$ cat src/rtl/multdiv_param.sv
// multdiv_param -- sequential multiply/divide unit.
//
// Multiply: radix-4 Booth recoding of operand B, one digit per clock, so the
// result is ready WIDTH_B/2 cycles after the accept edge. Unsigned operands
// whose B has its top bit set get one extra A<<WIDTH_B term folded into the
// last Booth step, which keeps the latency unchanged.
// Divide: restoring iteration on magnitudes, one quotient bit per clock, plus
// one final cycle for sign correction and special cases (WIDTH_A+1 cycles).
//
// Optional feature macro: MULTDIV_REMAINDER_EN
//   defined   -> data_remainder carries the signed division remainder
//   undefined -> data_remainder is tied to zero and no remainder output
//                register is built
//
// Ports:
//   clock           single rising-edge clock
//   ctrl_reset_n    asynchronous active-low reset
//   data_operandA   operand A (dividend / multiplicand), sampled at accept
//   data_operandB   operand B (divisor / multiplier), sampled at accept
//   ctrl_MULT       multiply request (wins when both requests are high)
//   ctrl_DIV        divide request
//   ctrl_signed     1 = two's-complement operands, sampled at accept
//   data_result     product low bits or quotient
//   data_remainder  division remainder (zero for multiply)
//   data_exception  overflow / divide-by-zero flag for the held result
//   data_inputRDY   unit accepts a request on the coming edge
//   data_resultRDY  result outputs are valid and held
module multdiv_param #(
  parameter int WIDTH_A = 32,
  parameter int WIDTH_B = 16
) (
  input  logic               clock,
  input  logic               ctrl_reset_n,
  input  logic [WIDTH_A-1:0] data_operandA,
  input  logic [WIDTH_B-1:0] data_operandB,
  input  logic               ctrl_MULT,
  input  logic               ctrl_DIV,
  input  logic               ctrl_signed,
  output logic [WIDTH_A-1:0] data_result,
  output logic [WIDTH_B-1:0] data_remainder,
  output logic               data_exception,
  output logic               data_inputRDY,
  output logic               data_resultRDY
);

  // Product accumulator is wide enough for the full signed or unsigned
  // product plus the transient value before the unsigned correction term.
  localparam int PW = WIDTH_A + WIDTH_B + 2;
  localparam int CW = $clog2(WIDTH_A + 2);

  localparam logic [CW-1:0] CNT_ZERO  = {CW{1'b0}};
  localparam logic [CW-1:0] CNT_ONE   = {{(CW-1){1'b0}}, 1'b1};
  localparam logic [CW-1:0] MULT_LAST = CW'(WIDTH_B / 2 - 1);
  localparam logic [CW-1:0] DIV_LAST  = CW'(WIDTH_A);

  typedef enum logic [1:0] {
    ST_IDLE = 2'd0,
    ST_MULT = 2'd1,
    ST_DIV  = 2'd2,
    ST_DONE = 2'd3
  } state_t;

  state_t             state_r;
  state_t             state_next_s;
  logic [CW-1:0]      cnt_r;
  logic               input_rdy_r;
  logic               input_rdy_s;
  logic               accept_s;

  // Operation context latched at accept
  logic               signed_r;
  logic [WIDTH_B-1:0] b_r;          // Booth shifter (mult) or divisor magnitude (div)
  logic               b_msb_r;
  logic               booth_lsb_r;
  logic [PW-1:0]      mcand_r;
  logic [PW-1:0]      prod_r;
  logic [WIDTH_A-1:0] quo_r;
  logic [WIDTH_B-1:0] rem_r;
  logic               div_zero_r;
  logic               div_ovf_r;
  logic               neg_q_r;

  // Output registers
  logic [WIDTH_A-1:0] result_r;
  logic               exception_r;
  logic               result_rdy_r;

  // Accept-time operand preprocessing
  logic               a_neg_s;
  logic               b_neg_s;
  logic [WIDTH_A-1:0] a_mag_s;
  logic [WIDTH_B-1:0] b_mag_s;
  logic [PW-1:0]      a_ext_s;
  logic               div_zero_s;
  logic               div_ovf_s;

  // Booth step
  logic [PW-1:0]      mcand2_s;
  logic [PW-1:0]      pp_s;
  logic [PW-1:0]      corr_s;
  logic [PW-1:0]      prod_next_s;
  logic               mult_ovf_s;

  // Restoring division step
  logic [WIDTH_B:0]   rem_shift_s;
  logic               div_ge_s;
  logic [WIDTH_B-1:0] rem_sub_s;
  logic [WIDTH_B-1:0] rem_next_s;
  logic [WIDTH_A-1:0] quo_next_s;
  logic [WIDTH_A-1:0] quo_final_s;

`ifdef MULTDIV_REMAINDER_EN
  logic               neg_r_r;
  logic [WIDTH_B-1:0] remainder_r;
  logic [WIDTH_B-1:0] rem_final_s;
`endif

  assign accept_s = input_rdy_r & (ctrl_MULT | ctrl_DIV);

  // FSM state register
  always_ff @(posedge clock or negedge ctrl_reset_n) begin
    if (!ctrl_reset_n) begin
      state_r <= ST_IDLE;
    end else begin
      state_r <= state_next_s;
    end
  end

  // FSM next-state logic
  always_comb begin
    state_next_s = state_r;
    case (state_r)
      ST_IDLE, ST_DONE: begin
        if (accept_s) begin
          if (ctrl_MULT) begin
            state_next_s = ST_MULT;
          end else begin
            state_next_s = ST_DIV;
          end
        end else begin
          state_next_s = state_r;
        end
      end
      ST_MULT: begin
        if (cnt_r == MULT_LAST) begin
          state_next_s = ST_DONE;
        end else begin
          state_next_s = ST_MULT;
        end
      end
      ST_DIV: begin
        if (cnt_r == DIV_LAST) begin
          state_next_s = ST_DONE;
        end else begin
          state_next_s = ST_DIV;
        end
      end
      default: state_next_s = ST_IDLE;
    endcase
  end

  // FSM output logic: ready for the state being entered, registered below
  always_comb begin
    input_rdy_s = 1'b0;
    case (state_next_s)
      ST_IDLE, ST_DONE: input_rdy_s = 1'b1;
      ST_MULT, ST_DIV:  input_rdy_s = 1'b0;
      default:          input_rdy_s = 1'b0;
    endcase
  end

  // Registered input-ready flag and iteration counter
  always_ff @(posedge clock or negedge ctrl_reset_n) begin
    if (!ctrl_reset_n) begin
      input_rdy_r <= 1'b1;
      cnt_r       <= CNT_ZERO;
    end else begin
      input_rdy_r <= input_rdy_s;
      if (accept_s) begin
        cnt_r <= CNT_ZERO;
      end else if ((state_r == ST_MULT) || (state_r == ST_DIV)) begin
        cnt_r <= cnt_r + CNT_ONE;
      end else begin
        cnt_r <= cnt_r;
      end
    end
  end

  // Operand sign handling and divide special-case detection at accept
  always_comb begin
    a_neg_s    = ctrl_signed & data_operandA[WIDTH_A-1];
    b_neg_s    = ctrl_signed & data_operandB[WIDTH_B-1];
    a_mag_s    = a_neg_s ? ({WIDTH_A{1'b0}} - data_operandA) : data_operandA;
    b_mag_s    = b_neg_s ? ({WIDTH_B{1'b0}} - data_operandB) : data_operandB;
    a_ext_s    = {{(PW-WIDTH_A){a_neg_s}}, data_operandA};
    div_zero_s = (data_operandB == {WIDTH_B{1'b0}});
    div_ovf_s  = ctrl_signed
               & (data_operandA == {1'b1, {(WIDTH_A-1){1'b0}}})
               & (data_operandB == {WIDTH_B{1'b1}});
  end

  // Radix-4 Booth step; digit from {b[2i+1], b[2i], b[2i-1]}
  always_comb begin
    mcand2_s = mcand_r << 1'b1;
    pp_s     = {PW{1'b0}};
    case ({b_r[1:0], booth_lsb_r})
      3'b001, 3'b010: pp_s = mcand_r;
      3'b011:         pp_s = mcand2_s;
      3'b100:         pp_s = {PW{1'b0}} - mcand2_s;
      3'b101, 3'b110: pp_s = {PW{1'b0}} - mcand_r;
      default:        pp_s = {PW{1'b0}};
    endcase
    // The Booth digits treat B as signed; an unsigned B with its MSB set is
    // short by A * 2^WIDTH_B, i.e. the last step's multiplicand shifted by 2.
    if ((cnt_r == MULT_LAST) && !signed_r && b_msb_r) begin
      corr_s = mcand_r << 2'd2;
    end else begin
      corr_s = {PW{1'b0}};
    end
    prod_next_s = prod_r + pp_s + corr_s;
    if (signed_r) begin
      mult_ovf_s = ~((&prod_next_s[PW-1:WIDTH_A-1]) | ~(|prod_next_s[PW-1:WIDTH_A-1]));
    end else begin
      mult_ovf_s = |prod_next_s[PW-1:WIDTH_A];
    end
  end

  // Restoring division step and final sign correction
  always_comb begin
    rem_shift_s = {rem_r, quo_r[WIDTH_A-1]};
    div_ge_s    = (rem_shift_s >= {1'b0, b_r});
    // When the trial subtraction succeeds the true difference is below the
    // divisor, so the low WIDTH_B bits of the wrapped subtraction are exact.
    rem_sub_s   = rem_shift_s[WIDTH_B-1:0] - b_r;
    rem_next_s  = div_ge_s ? rem_sub_s : rem_shift_s[WIDTH_B-1:0];
    quo_next_s  = {quo_r[WIDTH_A-2:0], div_ge_s};
    if (div_zero_r) begin
      quo_final_s = {WIDTH_A{1'b0}};
    end else if (neg_q_r) begin
      quo_final_s = {WIDTH_A{1'b0}} - quo_r;
    end else begin
      quo_final_s = quo_r;
    end
`ifdef MULTDIV_REMAINDER_EN
    if (div_zero_r) begin
      rem_final_s = {WIDTH_B{1'b0}};
    end else if (neg_r_r) begin
      rem_final_s = {WIDTH_B{1'b0}} - rem_r;
    end else begin
      rem_final_s = rem_r;
    end
`endif
  end

  // Datapath: operand capture, iteration and result holding
  always_ff @(posedge clock or negedge ctrl_reset_n) begin
    if (!ctrl_reset_n) begin
      signed_r     <= 1'b0;
      b_r          <= {WIDTH_B{1'b0}};
      b_msb_r      <= 1'b0;
      booth_lsb_r  <= 1'b0;
      mcand_r      <= {PW{1'b0}};
      prod_r       <= {PW{1'b0}};
      quo_r        <= {WIDTH_A{1'b0}};
      rem_r        <= {WIDTH_B{1'b0}};
      div_zero_r   <= 1'b0;
      div_ovf_r    <= 1'b0;
      neg_q_r      <= 1'b0;
      result_r     <= {WIDTH_A{1'b0}};
      exception_r  <= 1'b0;
      result_rdy_r <= 1'b0;
`ifdef MULTDIV_REMAINDER_EN
      neg_r_r      <= 1'b0;
      remainder_r  <= {WIDTH_B{1'b0}};
`endif
    end else begin
      case (state_r)
        ST_IDLE, ST_DONE: begin
          if (accept_s) begin
            result_rdy_r <= 1'b0;
            signed_r     <= ctrl_signed;
            if (ctrl_MULT) begin
              mcand_r     <= a_ext_s;
              prod_r      <= {PW{1'b0}};
              b_r         <= data_operandB;
              b_msb_r     <= data_operandB[WIDTH_B-1];
              booth_lsb_r <= 1'b0;
            end else begin
              quo_r      <= a_mag_s;
              rem_r      <= {WIDTH_B{1'b0}};
              b_r        <= b_mag_s;
              div_zero_r <= div_zero_s;
              div_ovf_r  <= div_ovf_s;
              neg_q_r    <= a_neg_s ^ b_neg_s;
`ifdef MULTDIV_REMAINDER_EN
              neg_r_r    <= a_neg_s;
`endif
            end
          end
        end
        ST_MULT: begin
          prod_r      <= prod_next_s;
          mcand_r     <= mcand_r << 2'd2;
          b_r         <= {2'b00, b_r[WIDTH_B-1:2]};
          booth_lsb_r <= b_r[1];
          if (cnt_r == MULT_LAST) begin
            result_r     <= prod_next_s[WIDTH_A-1:0];
            exception_r  <= mult_ovf_s;
            result_rdy_r <= 1'b1;
`ifdef MULTDIV_REMAINDER_EN
            remainder_r  <= {WIDTH_B{1'b0}};
`endif
          end
        end
        ST_DIV: begin
          if (cnt_r == DIV_LAST) begin
            result_r     <= quo_final_s;
            exception_r  <= div_zero_r | div_ovf_r;
            result_rdy_r <= 1'b1;
`ifdef MULTDIV_REMAINDER_EN
            remainder_r  <= rem_final_s;
`endif
          end else begin
            rem_r <= rem_next_s;
            quo_r <= quo_next_s;
          end
        end
        default: begin
          result_rdy_r <= 1'b0;
        end
      endcase
    end
  end

  assign data_result    = result_r;
  assign data_exception = exception_r;
  assign data_inputRDY  = input_rdy_r;
  assign data_resultRDY = result_rdy_r;

`ifdef MULTDIV_REMAINDER_EN
  assign data_remainder = remainder_r;
`else
  assign data_remainder = {WIDTH_B{1'b0}};
`endif

endmodule

$ cat config.mk
export PLATFORM = sky130hd
export DESIGN_NAME = multdiv_param
export DESIGN_NICKNAME = d
export VERILOG_FILES = /design/src/rtl/multdiv_param.sv
export SDC_FILE = /design/constraint.sdc
export NUM_CORES = 1
export LEC_CHECK = 0
export BUFFER_PORTS_ARGS = -buffer_cell sky130_fd_sc_hd__buf_2
export CAP_MARGIN = 20
export CORE_ASPECT_RATIO = 1.4
export CORE_UTILIZATION = 60
export CTS_BUF_LIST = sky130_fd_sc_hd__clkbuf_8 sky130_fd_sc_hd__clkbuf_16
export DETAILED_ROUTE_END_ITERATION = 8
export PLACE_DENSITY = 0.91
export SYNTH_ARGS = -nofsm -noshare
export SYNTH_HDL_FRONTEND = slang
export SYNTH_SLANG_ARGS = --single-unit
$ cat constraint.sdc
create_clock -name clock -period 7.9 [get_ports clock]
set_input_delay 1.58 -clock clock [delete_from_list [all_inputs] [get_ports clock]]
set_output_delay 1.58 -clock clock [all_outputs]
set_load 0.03 [all_outputs]
==> run metrics <==
sequential share of the synthesized area 28.5%; H-tree level count 1; area delta synth->final 6.50%; number of synthesized flops with an enable pin 0; gpl congestion 0.980; DR WL met3 5080 microns; post-synth design cell area 18700 sq um; total number of vias 18200; Worst R2R Setup Slack 0.89 ns; initial antenna violation count 2; maximum clock rate 0.143 GHz; final period utilization 88.8%; Post-CTS Hold Buffers 0; required time worst endpoint 8.32 ns; total clock buffers created by CTS 23; Slew headroom 27.1%; final net count 2500; most area-consuming cells after synthesis dfrtp_1 28%, o21ai_0 7.7%, nand2_1 7.2%, fa_1 5.2%, ha_1 5.0%; FF+latch count, synth 213; Syn Inst Count 2359; Chip Height 211 microns; Final Hold Fails 0; TritonRoute pass-1 iters 8; Unique masters post-synth 84; sw frac 54.0%; Switch Pwr 5.49 mW; # Max-Cap Violations 0; Max VDD drop 0.331 mV; final setup fails 0; crit path from mcand_r[0]$_DFFE_PN0P_; CTS resizes 0; Final min period 7.01 ns; met2 routed WL 27000 microns; DIE WIDTH 151 microns; maximum clock insertion buffer count 3; number of nets with antenna violations after routing 0; largest net degree at the start of global routing 96; CTS tree done; worst setup path endpoint data_exception$_DFFE_PN0P_; top sig layer met5; Synth Area per Inst 7.94 sq um; CTS clock-pin slew for the worst setup and hold paths 0.06 ns; hpwl dp 41100 microns; crit-path max FO 9; Hold WC Path Type flip-flop to flip-flop; DRT iter0 DRCs 1931; vias in the first global route 17200; core area 30700 sq um; Post-synth top flop dfrtp_1; Ant. Diodes 0; DR vias/cell 6.66; initial core utilization 61.0%; IO buf count 87; M1 wire length 21900 microns; fin. max-slew vios 0; power per cell area 509 nW/um^2; Sink Count 213; crit path DAT 7.44 ns; Ports 104; hold_sp div_zero_r$_DFFE_PN0P_; WL final 56900 microns; global route overflow 0; Setup CP Type flip-flop to flip-flop; combinational fraction of design power 65.8%; Setup crit start kind flip-flop; first-pass GRT wire length 91300 microns; layout cell share with drive strength beyond 1 8.52%; status completed; unrepaired setup endpoints after global routing false; Worst-Margin Slew 1.09 ns; Synth Warn # 0; Clock Skew 0.0147 ns; reg-to-reg critical path startpoint mcand_r[0]$_DFFE_PN0P_; Reg power frac 22.4%; setup_tns 0 ns; post-placement cell area 19200 sq um; DRC 0; Pleak 8.77 nW; Layout Cell Area excl Fill 20000 sq um; post-synth top area share 28.3%; postcts setup bufs 0; clock network fraction of design power 11.8%; WL per Instance 20.9 microns; RR Endpoint data_exception$_DFFE_PN0P_; cell row count 76; Internal Power 4.67 mW; Post-synth ARST share 100%; Synth area leader dfrtp_1; path depth of the worst reg2reg path 21; clock root buffer master clkbuf_16; critical path endpoint category flip-flop; die area 32000 sq um; Tot GR Track Use 36.2%; worst-skew pair later-pin latency 0.54 ns
[through the flow]
| step | instances | worst slack, ns | power, mW | utilization, % | hold WS [ns] |
|---|---|---|---|---|---|
| 6_report | 2727 | 0.887 | 10.2 | 65.0 | 0.478 |
| 5_1_grt | 2727 | 0.547 | 10.9 | 65.0 | 0.505 |
| 4_1_cts | 2727 | 1.00 | 9.97 | 65.0 | 0.481 |
| 3_5_place_dp | 2688 | 1.02 | 8.73 | 62.4 | 0.468 |
| 3_3_place_gp | 2688 | 1.12 | 8.50 | 62.4 | 0.458 |
| 2_1_floorplan | 2374 | 1.84 | 7.01 | - | 0.441 |
[synth_stat cells, types with 10 or more instances]
library cell,count
nand2_1,359
buf_4,16
a22oi_1,61
o31ai_1,18
o21ai_0,289
a22o_1,12
buf_1,17
and2_1,57
o221ai_1,11
or4_1,10
nand2b_1,11
o21bai_1,10
ha_1,75
nor2_1,156
dfrtp_1,212
clkbuf_1,141
nand4_1,25
o22a_1,28
o41ai_1,10
inv_1,56
a21oi_1,137
mux2i_1,45
xnor2_1,96
nand3_1,72
xor2_1,86
nor4_1,18
a21o_1,27
fa_1,49
nor3_1,44
and3_1,12
a211oi_1,13
or3_1,28
a31oi_1,14
[critical path, stage by stage, from the launching register on]
cell,delay (ns)
dfrtp_1,0.45
inv_1,0.14
ha_1,0.24
nand2b_4,0.08
or3_1,0.47
or3_1,0.44
or4b_2,0.70
nand2_1,0.11
xnor2_1,0.14
a22oi_1,0.11
o21ai_0,0.28
fa_1,0.47
ha_1,0.40
and4_1,0.26
nand3_1,0.08
o21ai_0,0.63
a31oi_1,0.39
o31a_1,0.41
xnor2_1,0.16
or2_2,0.30
or4_1,0.49
and3_1,0.15
[registers in the layout, indices dropped and copies added (netlist names), 2 cells and up]
register / count
quo_r: 32
state_r: 2
cnt_r: 6
data_result: 32
b_r: 16
mcand_r: 50
prod_r: 50
rem_r: 16
[layer usage]
layer  GRT usage [%]  vias to the layer above
met5               0                        -
met4            17.4                        2
met3            5.42                      225
met2            58.1                     1003
met1            47.6                     8672
li1                -                     8269
[layout by cell type, fill, tap and decap left out, types with 11 or more instances in the layout]
cell       synthesis  layout
a211oi_1          13      13
a21o_1            27      26
a21oi_1          137     137
a22o_1            12      12
a22oi_1           61      61
a31oi_1           14      14
and2_1            57      56
and3_1            12      12
buf_2              9      86
buf_4             16      24
clkbuf_16          0      23
conb_1             1      16
dfrtp_1          212     211
fa_1              49      49
ha_1              75      73
inv_1             56      57
mux2i_1           45      45
nand2_1          359     358
nand2b_1          11      11
nand3_1           72      72
nand4_1           25      25
nor2_1           156     155
nor3_1            44      44
nor4_1            18      18
o21ai_0          289     289
o221ai_1          11      11
o22a_1            28      28
o31ai_1           18      18
or3_1             28      28
xnor2_1           96      96
xor2_1            86      86
[cell families after synthesis]
kind of cell / count (synthesis) / share of synthesized area (%)
flops: 213 / 28.5
other cells: 1 / 0.0200
compound gates: 699 / 23.1
mux: 49 / 2.64
simple gates: 847 / 21.7
xor+xnor: 182 / 8.51
fa+ha+maj: 124 / 10.2
buf+inv: 244 / 5.39
[power by group through the flow]
stage	Combinational, mW	Clock (mW)	Sequential [mW]
3_5_place_dp	6.47	0	2.25
3_3_place_gp	6.28	0	2.23
6_report	6.69	1.20	2.27
5_1_grt	7.28	1.24	2.33
4_1_cts	6.53	1.20	2.24
2_1_floorplan	5.00	0	2.00
[final cells by class]
cell class	instances	area (sq um)
well taps	390	488
clock inverters	14	203
fillers	2534	10800
flip-flops and latches	213	5330
clock buffers	25	603
multi-input cells	1917	12500
inverters	57	214
repair buffers	111	626
[worst min path at each step]
stage,end,slack [ns],depth (start not counted)
6_report,div_zero_r$_DFFE_PN0P_,0.48,2
5_1_grt,data_result[7]$_DFFE_PN0P_,0.50,2
4_1_cts,data_result[13]$_DFFE_PN0P_,0.48,2
3_5_place_dp,data_result[13]$_DFFE_PN0P_,0.47,2
3_3_place_gp,data_result[14]$_DFFE_PN0P_,0.46,2
2_1_floorplan,div_zero_r$_DFFE_PN0P_,0.44,2
No activity file was read; power rests on OpenSTA's default activity.
